[config.mk]
export PLATFORM = sky130hd
export DESIGN_NAME = add32_seq_ctrl_flat
export DESIGN_NICKNAME = d
export VERILOG_FILES = /design/src/rtl/add32_seq_ctrl_if.sv /design/src/rtl/add32_seq_ctrl.sv /design/src/flat_wrapper.sv
export SDC_FILE = /design/constraint.sdc
export NUM_CORES = 1
export LEC_CHECK = 0
export CORE_MARGIN = 8
export CORE_UTILIZATION = 30
export CTS_CLUSTER_SIZE = 30
export DETAILED_ROUTE_END_ITERATION = 7
export PLACE_DENSITY = 0.51
export SYNTH_ARGS = -nofsm -noshare
export SYNTH_HDL_FRONTEND = slang
export SYNTH_SLANG_ARGS = --single-unit
[constraint.sdc]
create_clock -name clk -period 3.1 [get_ports clk]
set_input_delay 0.62 -clock clk [delete_from_list [all_inputs] [get_ports clk]]
set_output_delay 0.62 -clock clk [all_outputs]
set_load 0.03 [all_outputs]
[src/rtl/add32_seq_ctrl_if.sv]
// add32_seq_ctrl_if: operand/result ready-valid bundle
// for the byte-serial adder controller.
interface add32_seq_ctrl_if #(
  parameter int W = 32
);
  logic         in_valid;
  logic         in_ready;
  logic [W-1:0] a;
  logic [W-1:0] b;
  logic         cin;
  logic         out_valid;
  logic         out_ready;
  logic [W-1:0] sum;
  logic         cout;
  logic         ovf;
  logic         busy;

  modport master (
    output in_valid,
    output a,
    output b,
    output cin,
    output out_ready,
    input  in_ready,
    input  out_valid,
    input  sum,
    input  cout,
    input  ovf,
    input  busy
  );

  modport slave (
    input  in_valid,
    input  a,
    input  b,
    input  cin,
    input  out_ready,
    output in_ready,
    output out_valid,
    output sum,
    output cout,
    output ovf,
    output busy
  );
endinterface

[src/rtl/add32_seq_ctrl.sv]
// add32_seq_ctrl: W-bit a+b+cin computed over N cycles
// by one shared SLICE-bit ripple adder.
module add32_seq_ctrl #(
  parameter int W     = 32,
  parameter int SLICE = 8
) (
  input logic             clk,
  input logic             rst_n,
  add32_seq_ctrl_if.slave bus
);
  localparam int N  = W / SLICE;
  localparam int IW = (N > 1) ? $clog2(N) : 1;

  typedef enum logic [1:0] {
    S_IDLE,
    S_BUSY,
    S_DONE
  } state_t;

  state_t r_state;
  state_t w_next;

  logic [W-1:0]     r_a;
  logic [W-1:0]     r_b;
  logic [W-1:0]     r_sum;
  logic             r_carry;
  logic             r_cout;
  logic             r_ovf;
  logic [IW-1:0]    r_idx;

  logic [SLICE-1:0] w_a_lane;
  logic [SLICE-1:0] w_b_lane;
  logic [SLICE:0]   w_slice;
  logic             w_accept;
  logic             w_last;

  assign w_a_lane = r_a[r_idx*SLICE +: SLICE];
  assign w_b_lane = r_b[r_idx*SLICE +: SLICE];
  assign w_slice  = {1'b0, w_a_lane}
                  + {1'b0, w_b_lane}
                  + {{SLICE{1'b0}}, r_carry};

  assign w_last   = (r_idx == IW'(N - 1));
  assign w_accept = (r_state == S_IDLE)
                  & bus.in_valid;

  assign bus.in_ready  = (r_state == S_IDLE);
  assign bus.busy      = (r_state == S_BUSY);
  assign bus.out_valid = (r_state == S_DONE);
  assign bus.sum       = r_sum;
  assign bus.cout      = r_cout;
  assign bus.ovf       = r_ovf;

  // state register
  always_ff @(posedge clk or negedge rst_n) begin
    if (!rst_n) begin
      r_state <= S_IDLE;
    end else begin
      r_state <= w_next;
    end
  end

  // next-state: accept, walk the lanes, hold until drained
  always_comb begin
    w_next = r_state;
    unique case (r_state)
      S_IDLE: begin
        if (bus.in_valid) w_next = S_BUSY;
      end
      S_BUSY: begin
        if (w_last) w_next = S_DONE;
      end
      S_DONE: begin
        if (bus.out_ready) w_next = S_IDLE;
      end
      default: w_next = S_IDLE;
    endcase
  end

  // operand capture and one lane of ripple per BUSY cycle
  always_ff @(posedge clk or negedge rst_n) begin
    if (!rst_n) begin
      r_a     <= '0;
      r_b     <= '0;
      r_sum   <= '0;
      r_carry <= 1'b0;
      r_cout  <= 1'b0;
      r_ovf   <= 1'b0;
      r_idx   <= '0;
    end else if (w_accept) begin
      r_a     <= bus.a;
      r_b     <= bus.b;
      r_carry <= bus.cin;
      r_idx   <= '0;
    end else if (r_state == S_BUSY) begin
      r_sum[r_idx*SLICE +: SLICE] <= w_slice[SLICE-1:0];
      r_carry <= w_slice[SLICE];
      if (w_last) begin
        r_cout <= w_slice[SLICE];
        r_ovf  <= (r_a[W-1] == r_b[W-1])
                & (w_slice[SLICE-1] != r_a[W-1]);
      end else begin
        r_idx <= r_idx + 1'b1;
      end
    end
  end
endmodule

[src/flat_wrapper.sv]
// flat-port wrapper written by rule: the top's interface ports become plain ports
module add32_seq_ctrl_flat 
#(
  parameter int W     = 32,
  parameter int SLICE = 8
)
  (clk, rst_n, bus_in_valid, bus_a, bus_b, bus_cin, bus_out_ready, bus_in_ready, bus_out_valid, bus_sum, bus_cout, bus_ovf, bus_busy);
  add32_seq_ctrl_if #(.W(W)) bus_i ();
  input logic clk;
  input logic rst_n;
  input wire logic [$bits(bus_i.in_valid)-1:0] bus_in_valid;
  input wire logic [$bits(bus_i.a)-1:0] bus_a;
  input wire logic [$bits(bus_i.b)-1:0] bus_b;
  input wire logic [$bits(bus_i.cin)-1:0] bus_cin;
  input wire logic [$bits(bus_i.out_ready)-1:0] bus_out_ready;
  output wire logic [$bits(bus_i.in_ready)-1:0] bus_in_ready;
  output wire logic [$bits(bus_i.out_valid)-1:0] bus_out_valid;
  output wire logic [$bits(bus_i.sum)-1:0] bus_sum;
  output wire logic [$bits(bus_i.cout)-1:0] bus_cout;
  output wire logic [$bits(bus_i.ovf)-1:0] bus_ovf;
  output wire logic [$bits(bus_i.busy)-1:0] bus_busy;
  assign bus_i.in_valid = bus_in_valid;
  assign bus_i.a = bus_a;
  assign bus_i.b = bus_b;
  assign bus_i.cin = bus_cin;
  assign bus_i.out_ready = bus_out_ready;
  assign bus_in_ready = bus_i.in_ready;
  assign bus_out_valid = bus_i.out_valid;
  assign bus_sum = bus_i.sum;
  assign bus_cout = bus_i.cout;
  assign bus_ovf = bus_i.ovf;
  assign bus_busy = bus_i.busy;
  add32_seq_ctrl #(.W(W), .SLICE(SLICE)) u_core (.clk(clk), .rst_n(rst_n), .bus(bus_i));
endmodule
==> impl_metrics.csv <==
group,metric,value,unit
outcome,outcome,"finished, final reports clean",
cells_and_area,fill_cells,1511,
global_routing,grt_max_degree,65,
critical_path,worstPathMaxFanout,3,
placement,place.gp.congestion,0.767,
placement,place_area,6030,sq um
cts,cts_sinks,103,
cts,cts_max_level,3,
power_and_ir_drop,power_density,1270,nW/um^2
global_routing,antenna_found_initial,0,
cells_and_area,layout_common_cells,"clkdlybuf4s50_1, dfrtp_1, mux2_2",
critical_path,cpMaxStageDelayCell,"mux4_2",
synth,synth_ff_type,"dfrtp_1",
critical_path,critical_path_class,"flop to flop",
critical_path,start_kind,"flop",
die,placementRows,46,
cts,cts_root_buf,"clkbuf_16",
synth,ys_async_sr_fraction,100,%
cts,path_clk_slew,70,ps
timing,min_period,2890,ps
cells_and_area,area.growth.synth_to_final,35.1,%
cells_and_area,layout.nets,523,
synth,synth_cells,329,
critical_path,max_stage_delay,540,ps
power_and_ir_drop,p_leak,2.64,nW
timing,fin_tns_setup,0,ps
cells_and_area,layout_commonest_cell,"clkdlybuf4s50_1",
synth,ys_seq_area_share,54.7,%
placement,dp_hpwl,9.07,mm
global_routing,overflow,0,
placement,io_buffers,105,
timing,finalCritPeriodShare,93.2,%
power_and_ir_drop,ir_drop,483,uV
cts,hold_buffers,0,
cells_and_area,diodes,0,
cells_and_area,drive_gt1_share,26.4,%
global_routing,track_usage,12.3,%
critical_path,cp.required,3320,ps
synth,synth_cell_type_count,43,
routing,vias,3091,
synth,synth_nets,413,
die,die_area,20000,sq um
die,pin_count,106,
timing,slew_viol_final,0,
routing,drt-total-wl,11.7,mm
synth,synth_area_leaders,"dfrtp_1, mux2_2, mux4_2",
synth,synth_edf_count,0,
cts,cts_max_path_buffers,2,
timing,finClkSkew,6.61,ps
job,maxCapViolations,0,
power_and_ir_drop,power,8.11,mW
timing,slew_headroom,43.9,%
routing,postRouteAntennaNets,0,
synth,synth-adder-area-share,4.30,%
synth,synth_compound_area_share,8.26,%
critical_path,cp_data_arrival_time,3110,ps
cells_and_area,stdcell_area,6370,sq um
cts,clock_latency,350,ps
synth,synth_top_area_share,54.7,%
cts,cts_tree,"done",
timing,rsz0062_at_grt,"no",
min_path,hp-class,"input pin to asynchronous set/reset pin",
routing,drtIter0Drc,143,
die,start_util,30.2,%
die,die_h,141,um
timing,worst_pin_slew,842,ps
synth,synth_seq_cells,103,
critical_path,worst_setup_path_end_kind,"flop",
synth,synth_top_family_by_area,"multiplexers",
die,core,15600,sq um
routing,wl_per_cell,17.8,um
cts,numCtsBuffers,9,
placement,place_ws,74.2,ps
routing,drc,0,
synth,syn_area_per_cell,14.3,sq um
routing,viasPerCell,4.68,
synth,synthSimpleGateAreaFrac,5.42,%
synth,synthMuxAreaShare,23.8,%
die,die_x,141,um
synth,synth_xor_area_share,1.11,%
timing,finalSetupViolCount,0,
timing,finalHoldViolCount,0,
timing,fin_ws,211,ps
synth,synthesis.area,4710,sq um
synth,synth_area_leader_cell,"dfrtp_1",
timing,fmax,346,MHz
critical_path,worstPathCellList,"mux4_2, fa_1, fa_2, a211oi_2, o21bai_1, or3_1, a31oi_2, a21oi_1",
global_routing,grt_pass1_wl,19.1,mm
synth,yosys_warnings,0,
global_routing,grt_pass1_vias,3434,
routing,drt-pass1-iter-count,4,
synthesized netlist by cell type, types with 2 or more instances:
master and number:
nand2_1 15, nand4_1 3, inv_1 4, mux2_2 58, xnor2_1 5, buf_2 6, mux2_4 5, nand3_1 2
fa_1 2, o21ai_0 11, dfrtp_1 103, or2_2 2, mux2i_1 2, a22o_1 24, nor2_1 14, a21o_1 3
mux4_2 16, buf_6 5, a21oi_1 6, nand2_2 3, a211oi_1 2, nand2b_1 2, or3_1 4, ha_1 13
registers in the layout (all words and copies together) (netlist names):
name	cells
u_core.bus.ovf	1
u_core.bus.sum	32
u_core.r_idx	2
u_core.r_b	32
u_core.r_a	32
u_core.r_carry	1
u_core.r_state	2
u_core.bus.cout	1
path summary, 6_finish.rpt:
kind / start / end / slack (ps) / cells past startpoint
setup / recovery: u_core.r_idx[1]$_DFFE_PN0P_ / u_core.r_carry$_DFFE_PN0P_ / 210 / 8
setup reg to reg: u_core.r_idx[1]$_DFFE_PN0P_ / u_core.r_carry$_DFFE_PN0P_ / 210 / 8
max in group asynchronous: rst_n / u_core.bus.sum[17]$_DFFE_PN0P_ / 1910 / 2
min in group clk: u_core.bus.sum[15]$_DFFE_PN0P_ / u_core.bus.sum[15]$_DFFE_PN0P_ / 490 / 2
hold reg to reg: u_core.bus.sum[15]$_DFFE_PN0P_ / u_core.bus.sum[15]$_DFFE_PN0P_ / 490 / 2
hold / removal: rst_n / u_core.bus.sum[29]$_DFFE_PN0P_ / 360 / 1
critical path, delay by kind of cell (launching register included):
| family | cells | cell delay [ps] |
|---|---|---|
| AND/OR/NAND/NOR | 1 | 330 |
| flip-flops | 1 | 400 |
| AO/OA/AOI/OAI | 4 | 640 |
| multiplexers | 1 | 540 |
| adder cells (fa/ha/maj) | 2 | 870 |
cell families after synthesis:
| family | count (synthesis) |
|---|---|
| flops | 103 |
| mux | 82 |
| compound gates | 54 |
| simple gates | 51 |
| buf+inv | 18 |
| fa+ha+maj | 15 |
| xor+xnor | 6 |
per-stage QoR:
step           hold WS, ps  instances  utilization, %
2_1_floorplan          324        329               -
3_3_place_gp           477        644            38.7
3_5_place_dp           474        644            38.7
4_1_cts                410        660            40.7
5_1_grt                434        660            40.8
6_report               362        660            40.8
report_power, final:
part	leakage [nW]	switching [mW]	total, mW	internal, mW
clock network	0.159	0.517	1.23	0.715
registers	1.28	0.373	2.34	1.97
logic	1.20	2.41	4.53	2.12
total	2.64	3.30	8.11	4.81
routing by layer:
layer / share of wire, % / global-route usage [%]
met3: 6.6 / 3.66
met5: 0 / 0
met4: 2.4 / 5.77
met1: 48 / 16.7
met2: 43 / 17.7
layout make-up:
class                      count  area (sq um)  share of cell area (%)
clock buffer                  10           229                    3.60
inverter                       4          15.0                   0.236
tap                          216           270                    4.24
timing repair buffer         113          1150                    18.0
sequential                   103          2580                    40.5
clock inverter                 6          93.8                    1.47
multi-input combinational    208          2030                    32.0
repair_timing:
action	4_1_cts	5_1_grt
setup buffers	0	0
endpoints found under the hold margin	0	0
setup endpoints to repair	0	6
gates resized for setup	0	4
No activity file was read; power rests on OpenSTA's default activity.
